==> src/rtl/branch_predictor_pkg.sv <==
// Shared definitions for the branch predictor: 2-bit counter encoding and
// the saturating update rule used by every BHT entry.
package bp_pkg;

    localparam logic [1:0] SNT       = 2'b00;
    localparam logic [1:0] WNT       = 2'b01;
    localparam logic [1:0] WT        = 2'b10;
    localparam logic [1:0] ST        = 2'b11;
    localparam logic [1:0] BHT_RESET = WNT;

    function automatic logic [1:0] sat_update(input logic [1:0] cnt, input logic taken);
        if (taken) begin
            return (cnt == ST) ? ST : cnt + 2'd1;
        end
        return (cnt == SNT) ? SNT : cnt - 2'd1;
    endfunction

endpackage

==> src/rtl/branch_predictor_if.sv <==
// IF/ID-stage signal bundle between the pipeline (master) and the predictor (slave).
interface branch_predictor_if #(
    parameter int WIDTH     = 32,
    parameter int CNT_WIDTH = 16
);
    logic [WIDTH-1:0]     IF_pc;
    logic                 IF_Branch;
    logic                 IF_prediction;
    logic                 ID_stall;
    logic                 ID_flush;
    logic [WIDTH-1:0]     ID_pc;
    logic                 ID_Branch;
    logic                 ID_correction;
    logic                 ID_prediction;
    logic                 ID_mispredict;
    logic [CNT_WIDTH-1:0] branch_count;
    logic [CNT_WIDTH-1:0] mispredict_count;

    modport master (
        output IF_pc, IF_Branch, ID_stall, ID_flush, ID_pc, ID_Branch, ID_correction,
        input  IF_prediction, ID_prediction, ID_mispredict, branch_count, mispredict_count
    );

    modport slave (
        input  IF_pc, IF_Branch, ID_stall, ID_flush, ID_pc, ID_Branch, ID_correction,
        output IF_prediction, ID_prediction, ID_mispredict, branch_count, mispredict_count
    );
endinterface

==> src/rtl/branch_predictor_sat_counter2.sv <==
// One BHT entry: a 2-bit saturating counter that resets to weak not-taken.
module sat_counter2
    import bp_pkg::*;
(
    input  logic clk,
    input  logic rst,
    input  logic en,
    input  logic taken,
    output logic pred
);
    logic [1:0] cnt_q;
    logic [1:0] cnt_d;

    always_comb begin
        cnt_d = cnt_q;
        if (en) begin
            cnt_d = sat_update(cnt_q, taken);
        end
    end

    always_ff @(posedge clk) begin
        if (rst) begin
            cnt_q <= BHT_RESET;
        end else begin
            cnt_q <= cnt_d;
        end
    end

    assign pred = cnt_q[1];
endmodule

==> src/rtl/branch_predictor.sv <==
// Direct-mapped 2-bit BHT predictor: IF-stage lookup, ID-stage prediction
// register, resolved-outcome update and saturating performance counters.
module branch_predictor
    import bp_pkg::*;
#(
    parameter int WIDTH     = 32,
    parameter int IDX_BITS  = 6,
    parameter int CNT_WIDTH = 16
) (
    input  logic               clk,
    input  logic               rst,
    branch_predictor_if.slave  bus
);
    localparam int ENTRIES = 1 << IDX_BITS;

    logic [IDX_BITS-1:0]  if_idx;
    logic [IDX_BITS-1:0]  id_idx;
    logic [ENTRIES-1:0]   pred_vec;
    logic                 upd;
    logic                 if_pred;
    logic                 mispredict;

    logic                 id_pred_q;
    logic                 id_pred_d;
    logic [CNT_WIDTH-1:0] branch_count_q;
    logic [CNT_WIDTH-1:0] branch_count_d;
    logic [CNT_WIDTH-1:0] mispredict_count_q;
    logic [CNT_WIDTH-1:0] mispredict_count_d;

    assign if_idx = bus.IF_pc[IDX_BITS+1:2];
    assign id_idx = bus.ID_pc[IDX_BITS+1:2];

    // Upper PC bits and the byte offset are deliberately ignored (aliasing is allowed).
    logic unused_pc_bits;
    assign unused_pc_bits = ^{bus.IF_pc, bus.ID_pc};

    // A flush still resolves the ID branch; only a stall defers it.
    assign upd = bus.ID_Branch & ~bus.ID_stall;

    for (genvar gi = 0; gi < ENTRIES; gi++) begin : g_bht
        sat_counter2 u_cnt (
            .clk   (clk),
            .rst   (rst),
            .en    (upd && (id_idx == IDX_BITS'(gi))),
            .taken (bus.ID_correction),
            .pred  (pred_vec[gi])
        );
    end

    assign if_pred    = bus.IF_Branch & pred_vec[if_idx];
    assign mispredict = bus.ID_Branch & (id_pred_q != bus.ID_correction);

    always_comb begin
        id_pred_d          = id_pred_q;
        branch_count_d     = branch_count_q;
        mispredict_count_d = mispredict_count_q;

        if (bus.ID_flush) begin
            id_pred_d = 1'b0;
        end else if (!bus.ID_stall) begin
            id_pred_d = if_pred;
        end

        if (upd && (branch_count_q != '1)) begin
            branch_count_d = branch_count_q + 1'b1;
        end
        if (upd && mispredict && (mispredict_count_q != '1)) begin
            mispredict_count_d = mispredict_count_q + 1'b1;
        end
    end

    always_ff @(posedge clk) begin
        if (rst) begin
            id_pred_q          <= 1'b0;
            branch_count_q     <= '0;
            mispredict_count_q <= '0;
        end else begin
            id_pred_q          <= id_pred_d;
            branch_count_q     <= branch_count_d;
            mispredict_count_q <= mispredict_count_d;
        end
    end

    assign bus.IF_prediction    = if_pred;
    assign bus.ID_prediction    = id_pred_q;
    assign bus.ID_mispredict    = mispredict;
    assign bus.branch_count     = branch_count_q;
    assign bus.mispredict_count = mispredict_count_q;
endmodule

==> src/flat_wrapper.sv <==
// flat-port wrapper written by rule: the top's interface ports become plain ports
module branch_predictor_flat import bp_pkg::*;
#(
    parameter int WIDTH     = 32,
    parameter int IDX_BITS  = 6,
    parameter int CNT_WIDTH = 16
)
  (clk, rst, bus_IF_pc, bus_IF_Branch, bus_ID_stall, bus_ID_flush, bus_ID_pc, bus_ID_Branch, bus_ID_correction, bus_IF_prediction, bus_ID_prediction, bus_ID_mispredict, bus_branch_count, bus_mispredict_count);
  branch_predictor_if #(.WIDTH(WIDTH), .CNT_WIDTH(CNT_WIDTH)) bus_i ();
  input  logic clk;
  input  logic rst;
  input wire logic [$bits(bus_i.IF_pc)-1:0] bus_IF_pc;
  input wire logic [$bits(bus_i.IF_Branch)-1:0] bus_IF_Branch;
  input wire logic [$bits(bus_i.ID_stall)-1:0] bus_ID_stall;
  input wire logic [$bits(bus_i.ID_flush)-1:0] bus_ID_flush;
  input wire logic [$bits(bus_i.ID_pc)-1:0] bus_ID_pc;
  input wire logic [$bits(bus_i.ID_Branch)-1:0] bus_ID_Branch;
  input wire logic [$bits(bus_i.ID_correction)-1:0] bus_ID_correction;
  output wire logic [$bits(bus_i.IF_prediction)-1:0] bus_IF_prediction;
  output wire logic [$bits(bus_i.ID_prediction)-1:0] bus_ID_prediction;
  output wire logic [$bits(bus_i.ID_mispredict)-1:0] bus_ID_mispredict;
  output wire logic [$bits(bus_i.branch_count)-1:0] bus_branch_count;
  output wire logic [$bits(bus_i.mispredict_count)-1:0] bus_mispredict_count;
  assign bus_i.IF_pc = bus_IF_pc;
  assign bus_i.IF_Branch = bus_IF_Branch;
  assign bus_i.ID_stall = bus_ID_stall;
  assign bus_i.ID_flush = bus_ID_flush;
  assign bus_i.ID_pc = bus_ID_pc;
  assign bus_i.ID_Branch = bus_ID_Branch;
  assign bus_i.ID_correction = bus_ID_correction;
  assign bus_IF_prediction = bus_i.IF_prediction;
  assign bus_ID_prediction = bus_i.ID_prediction;
  assign bus_ID_mispredict = bus_i.ID_mispredict;
  assign bus_branch_count = bus_i.branch_count;
  assign bus_mispredict_count = bus_i.mispredict_count;
  branch_predictor #(.WIDTH(WIDTH), .IDX_BITS(IDX_BITS), .CNT_WIDTH(CNT_WIDTH)) u_core (.clk(clk), .rst(rst), .bus(bus_i));
endmodule
==> config.mk <==
export PLATFORM = sky130hd
export DESIGN_NAME = branch_predictor_flat
export DESIGN_NICKNAME = d
export VERILOG_FILES = /design/src/rtl/branch_predictor_pkg.sv /design/src/rtl/branch_predictor_if.sv /design/src/rtl/branch_predictor_sat_counter2.sv /design/src/rtl/branch_predictor.sv /design/src/flat_wrapper.sv
export SDC_FILE = /design/constraint.sdc
export NUM_CORES = 1
export LEC_CHECK = 0
export CORE_ASPECT_RATIO = 2
export CORE_MARGIN = 10
export CORE_UTILIZATION = 45
export DETAILED_ROUTE_END_ITERATION = 10
export PLACE_DENSITY = 0.72
export SETUP_SLACK_MARGIN = 0.2
export SLEW_MARGIN = 25
export SYNTH_ARGS = -nofsm -noshare
export SYNTH_HDL_FRONTEND = slang
export SYNTH_SLANG_ARGS = --single-unit
export TNS_END_PERCENT = 100
==> constraint.sdc <==
create_clock -name clk -period 5.5 [get_ports clk]
set_input_delay 1.1 -clock clk [delete_from_list [all_inputs] [get_ports clk]]
set_output_delay 1.1 -clock clk [all_outputs]
set_load 0.03 [all_outputs]
======== Word-level counts from Yosys, hierarchy flattened ========
Index checks and enable logic that the tools add are counted.
cells by class
  add/sub/neg operators ................... 130
  order comparisons ....................... 1
  equal/unequal tests ..................... 130
  multiplexer cells ....................... 323
  bitwise gates (word level) .............. 4
  reductions and logical operators ........ 133
operators by type and width
  cell                                                 number
  2-to-1 mux 2 bit                                     256
  equality test 6 bit, second input constant           32
  adder 2 x 1 -> 2 bit, second input constant          64
  equality test 2 bit, second input constant           64
  zero test 2 bit                                      64
  subtractor 2 x 1 -> 2 bit, second input constant     64
  equality test 6 x 5 -> 1 bit, second input constant  16
  logical AND 1 bit                                    67
  2-to-1 mux 1 bit                                     66
  equality test 6 x 4 -> 1 bit, second input constant  8
  adder 16 x 1 -> 16 bit, second input constant        2
  inequality test 16 bit, second input constant        2
  equality test 6 x 3 -> 1 bit, second input constant  4
  equality test 6 x 2 -> 1 bit, second input constant  2
  < comparator 6 x 7 -> 1 bit, second input constant   1
  binary-select mux 1 bit (select 6 bit)               1
  equality test 6 x 1 -> 1 bit, second input constant  1
  zero test 6 bit                                      1
  AND 1 bit                                            3
  OR reduction 2 bit                                   1
  inequality test 1 bit                                1
  inverter 1 bit                                       1
word-level totals
  bits in registers ....................... 161
  input bits .............................. 71
  word-level logic and storage cells ...... 788

======== Depth between registers and ports, before layout ========
  depth after elaboration ................. 5
  mapped depth ............................ 7

======== Cells and area by module ========
A second synthesis with hierarchy kept.
unflattened totals
  cell total of the unflattened synthesis .. 1096
  area total of the unflattened synthesis .. 8237.9 um^2
modules (own cells, without submodules)
  module            times used  cells each  area each (um^2)  sequential area each (um^2)
  sat_counter2      64          12          88.8              40.0
  branch_predictor  1           328         2552.4            660.6

======== Worst setup path after synthesis ========
OpenSTA, ideal clock, no wires.
  kind .................................... input to output
  start ................................... input port bus_IF_pc[3]
  end ..................................... output port bus_IF_prediction
  data arrival time ....................... 2511 ps
  slack ................................... 1889 ps
  stages .................................. 7
  buffers on the path ..................... 2
  path through ............................ buf_4 > buf_4 > mux2i_1 > mux4_2 > a21oi_1 > nand4_1 > nand2_1
on the way
  word-level cells in the longest chain between the ends .. 3
RTL lines
  what                                    RTL line                RTL
  start, declared                         flat_wrapper.sv:12      input wire logic [$bits(bus_i.IF_pc)-1:0] bus_IF_pc;
  binary-select mux 1 bit (select 6 bit)  branch_predictor.sv:50  assign if_pred = bus.IF_Branch & pred_vec[if_idx];
  2-to-1 mux 1 bit (not written as such)  branch_predictor.sv:50
  AND 1 bit                               branch_predictor.sv:50
  end, declared                           flat_wrapper.sv:19      output wire logic [$bits(bus_i.IF_prediction)-1:0] bus_IF_prediction;
No other way between the ends. The select of a mux whose other input is x is not followed.

======== Final worst setup path ========
Ends and elaborated chain as after synthesis.

==> summary.md <==
| Metric | Value |
|---|---|
| GRT Residual Overflow | `0` |
| CTS Buf Count | `17` |
| Reg power frac | `44.9%` |
| First-iteration detailed-routing DRC count | `604` |
| 1st-pass router iterations | `5` |
| Crit path DAT | `3.68 ns` |
| I/O pin cnt | `106` |
| Sequential element share of the synthesized area | `36.6%` |
| Initial antenna violation count | `0` |
| Hold_ws | `0.490 ns` |
| Critical Setup Path Class | `input port to output pin` |
| Least-Margin Pin Slew | `0.948 ns` |
| Mapped Avg Cell Area | `8.13 sq um` |
| Top Metal Used | `met4` |
| IO buf count | `53` |
| Max cap viols | `0` |
| Final wirelength | `22,600 um` |
| CTS tree | `done` |
| Diode count | `0` |
| Drt via density | `6.03` |
| RSZ-0062 raised after global routing | `false` |
| Comb pwr share | `9.4%` |
| Initial core utilization | `45.6%` |
| Layout area overhead | `15.1%` |
| Critical path peak fanout | `19` |
| Lkg Pwr | `3.37 nW` |
| HP Class | `register to register` |
| M1 WL | `8910 um` |
| Status | `complete, no violations` |
| Clock root buffer master | `clkbuf_16` |
| Clk sinks | `161` |
| Final Skew | `0.0108 ns` |
| Async SR Flop Fraction | `0%` |
| Commonest non-fill, non-tap cell in the layout | `dfxtp_1` |
| Syn_nets | `1,155` |
| Synth area leaders | `dfxtp_1, a21oi_1, o21ai_0` |
| Detail Route Antenna Nets | `0` |
| GR Util All Layers | `17.2%` |
| Synth area leader | `dfxtp_1` |
| Final setup violation count | `0` |
| Sw power | `0.000709 W` |
| Synth warn | `0` |
| Max Clk Rate | `0.209 GHz` |
| Metal3 WL | `806 um` |
| Cts repair resizes | `0` |
| Synth Flop Type | `dfxtp_1` |
| Wirelength per Cell | `16.6 um` |
| Crit start category | `input port` |
| Post-synth cell types | `51` |
| Sw frac | `25.1%` |
| Mapped Area | `8800 sq um` |
| Clock power share | `45.7%` |
| Critical path required time | `4.40 ns` |
| Fin crit period | `4.78 ns` |
| Layout cells sized above 1 | `7.08%` |
| Setup_tns | `0 ns` |
| Vias in the first global route | `7,592` |
| Post-synth top area share | `36.6%` |
| Clk slew on worst S/H paths | `0.06 ns` |
| P per Cell Area | `279 nW/um^2` |
| Post-CTS Setup Inserts | `0` |
| Post-DP Area | `9490 sq um` |
| Htree depth | `4` |
| Fin. max-slew vios | `0` |
| Int Pwr | `0.00211 W` |
| Number of cell rows | `72` |
| Post-route DRC | `0` |
| Post-Layout Inst Area | `10,100 sq um` |
| Final hold vios | `0` |
| # hold bufs at CTS | `0` |
| Maximum vdd drop | `194 uV` |
| Final Total Pwr | `0.00282 W` |
| Post-synth EDFFs | `0` |
| Synthesized flop and latch total | `161` |
| First-pass GRT wire length | `37,200 um` |
| Clock buffer depth | `2` |
| R2r worst-path depth | `6` |
| Normalized max-slew margin | `36.4%` |
| Post-Syn Instances | `1,082` |
| Final Core Density | `52.5%` |
| Most frequent cells in the layout | `dfxtp_1, nor2_1, a21oi_1` |
| Routed wl met2 | `12,200 um` |
| Nets | `1,162` |
| Core Area | `19,300 sq um` |
| Die ar. | `25,900 sq um` |
| Largest net degree at the start of global routing | `131` |
| Placer Congestion | `0.785` |
| Hold Crit Depth | `1` |
| Vias post-DR | `8,201` |
| Endpoint type of the worst setup path | `output pin` |
| DP HPWL | `15,300 um` |
| Tcrit/Tclk final | `87.0%` |
| Skew-Pair Late Insertion Delay | `0.44 ns` |
| Die Ht | `218 um` |
| Die X | `119 um` |
[metrics by stage]
stage | cells | setup slack (ns)
finish | 1361 | 0.717
global placement | 1329 | 0.761
detailed placement | 1329 | 0.710
CTS | 1361 | 0.701
global route | 1361 | 0.604
floorplan | 1082 | 1.89
[power by group through the flow]
stage / clock network (W) / registers [W] / logic [W]
after global routing: 0.00135 / 0.00127 / 0.000297
after global placement: 0 / 0.00129 / 0.000256
after floorplan: 0 / 0.00128 / 0.000191
after detailed placement: 0 / 0.00129 / 0.000265
after CTS: 0.00130 / 0.00127 / 0.000266
final: 0.00129 / 0.00127 / 0.000266
[metal layers]
layer  GRT usage [%]  vias to the layer above
met5               0                        -
met4            8.31                        0
met3            2.15                       46
met2            32.2                      198
met1            18.3                     3928
li1                -                     4029
[cells in the mapped netlist, types with 33 or more instances]
library cell / n
dfxtp_1: 161
a21oi_1: 117
nor2_1: 117
o21ai_0: 88
nand2_1: 71
clkbuf_1: 66
and3_1: 44
a21o_1: 43
nand2b_1: 40
nor3_1: 38
a211o_1: 35
o31ai_1: 33
[registers in the layout, indices dropped and copies added (netlist names)]
signal / count
u_core.bus.ID_prediction: 1
u_core.bus.branch_count: 16
u_core.bus.mispredict_count: 16
u_core.g_bht.u_cnt.cnt_q: 128
[cell type report]
class | instances | area [sq um]
Inverter | 8 | 30.0
Clock buffer | 20 | 457
Tap cell | 259 | 324
Fill cell | 1861 | 9150
Multi-Input combinational cell | 832 | 5250
Sequential cell | 161 | 3220
Timing Repair Buffer | 69 | 666
Clock inverter | 12 | 181
[cell families after synthesis]
logic type / Yosys count / share of synthesized area [%]
compound gates: 356 / 25.6
xor+xnor: 18 / 1.79
fa+ha+maj: 2 / 0.284
buf+inv: 89 / 4.17
flops: 161 / 36.6
mux: 30 / 5.40
simple gates: 426 / 26.1
[final timing paths]
check	startpoint	end	slack [ns]
worst max register to register	u_core.bus.branch_count[1]	u_core.bus.branch_count[15]	3.45
worst max-delay path	bus_IF_pc[3]	bus_IF_prediction	0.72
worst min register to register	u_core.g_bht[54].u_cnt.cnt_q[0]	u_core.g_bht[54].u_cnt.cnt_q[0]	0.49
worst min-delay path	u_core.g_bht[54].u_cnt.cnt_q[0]	u_core.g_bht[54].u_cnt.cnt_q[0]	0.49
[critical path, stage by stage]
cell	delay, ns
clkdlybuf4s50_1	0.50
buf_12	0.21
mux2i_1	0.09
mux4_2	0.51
a221oi_1	0.33
nand3_1	0.14
nand2_1	0.12
clkdlybuf4s50_1	0.68
(Power assumes the default switching activity.)
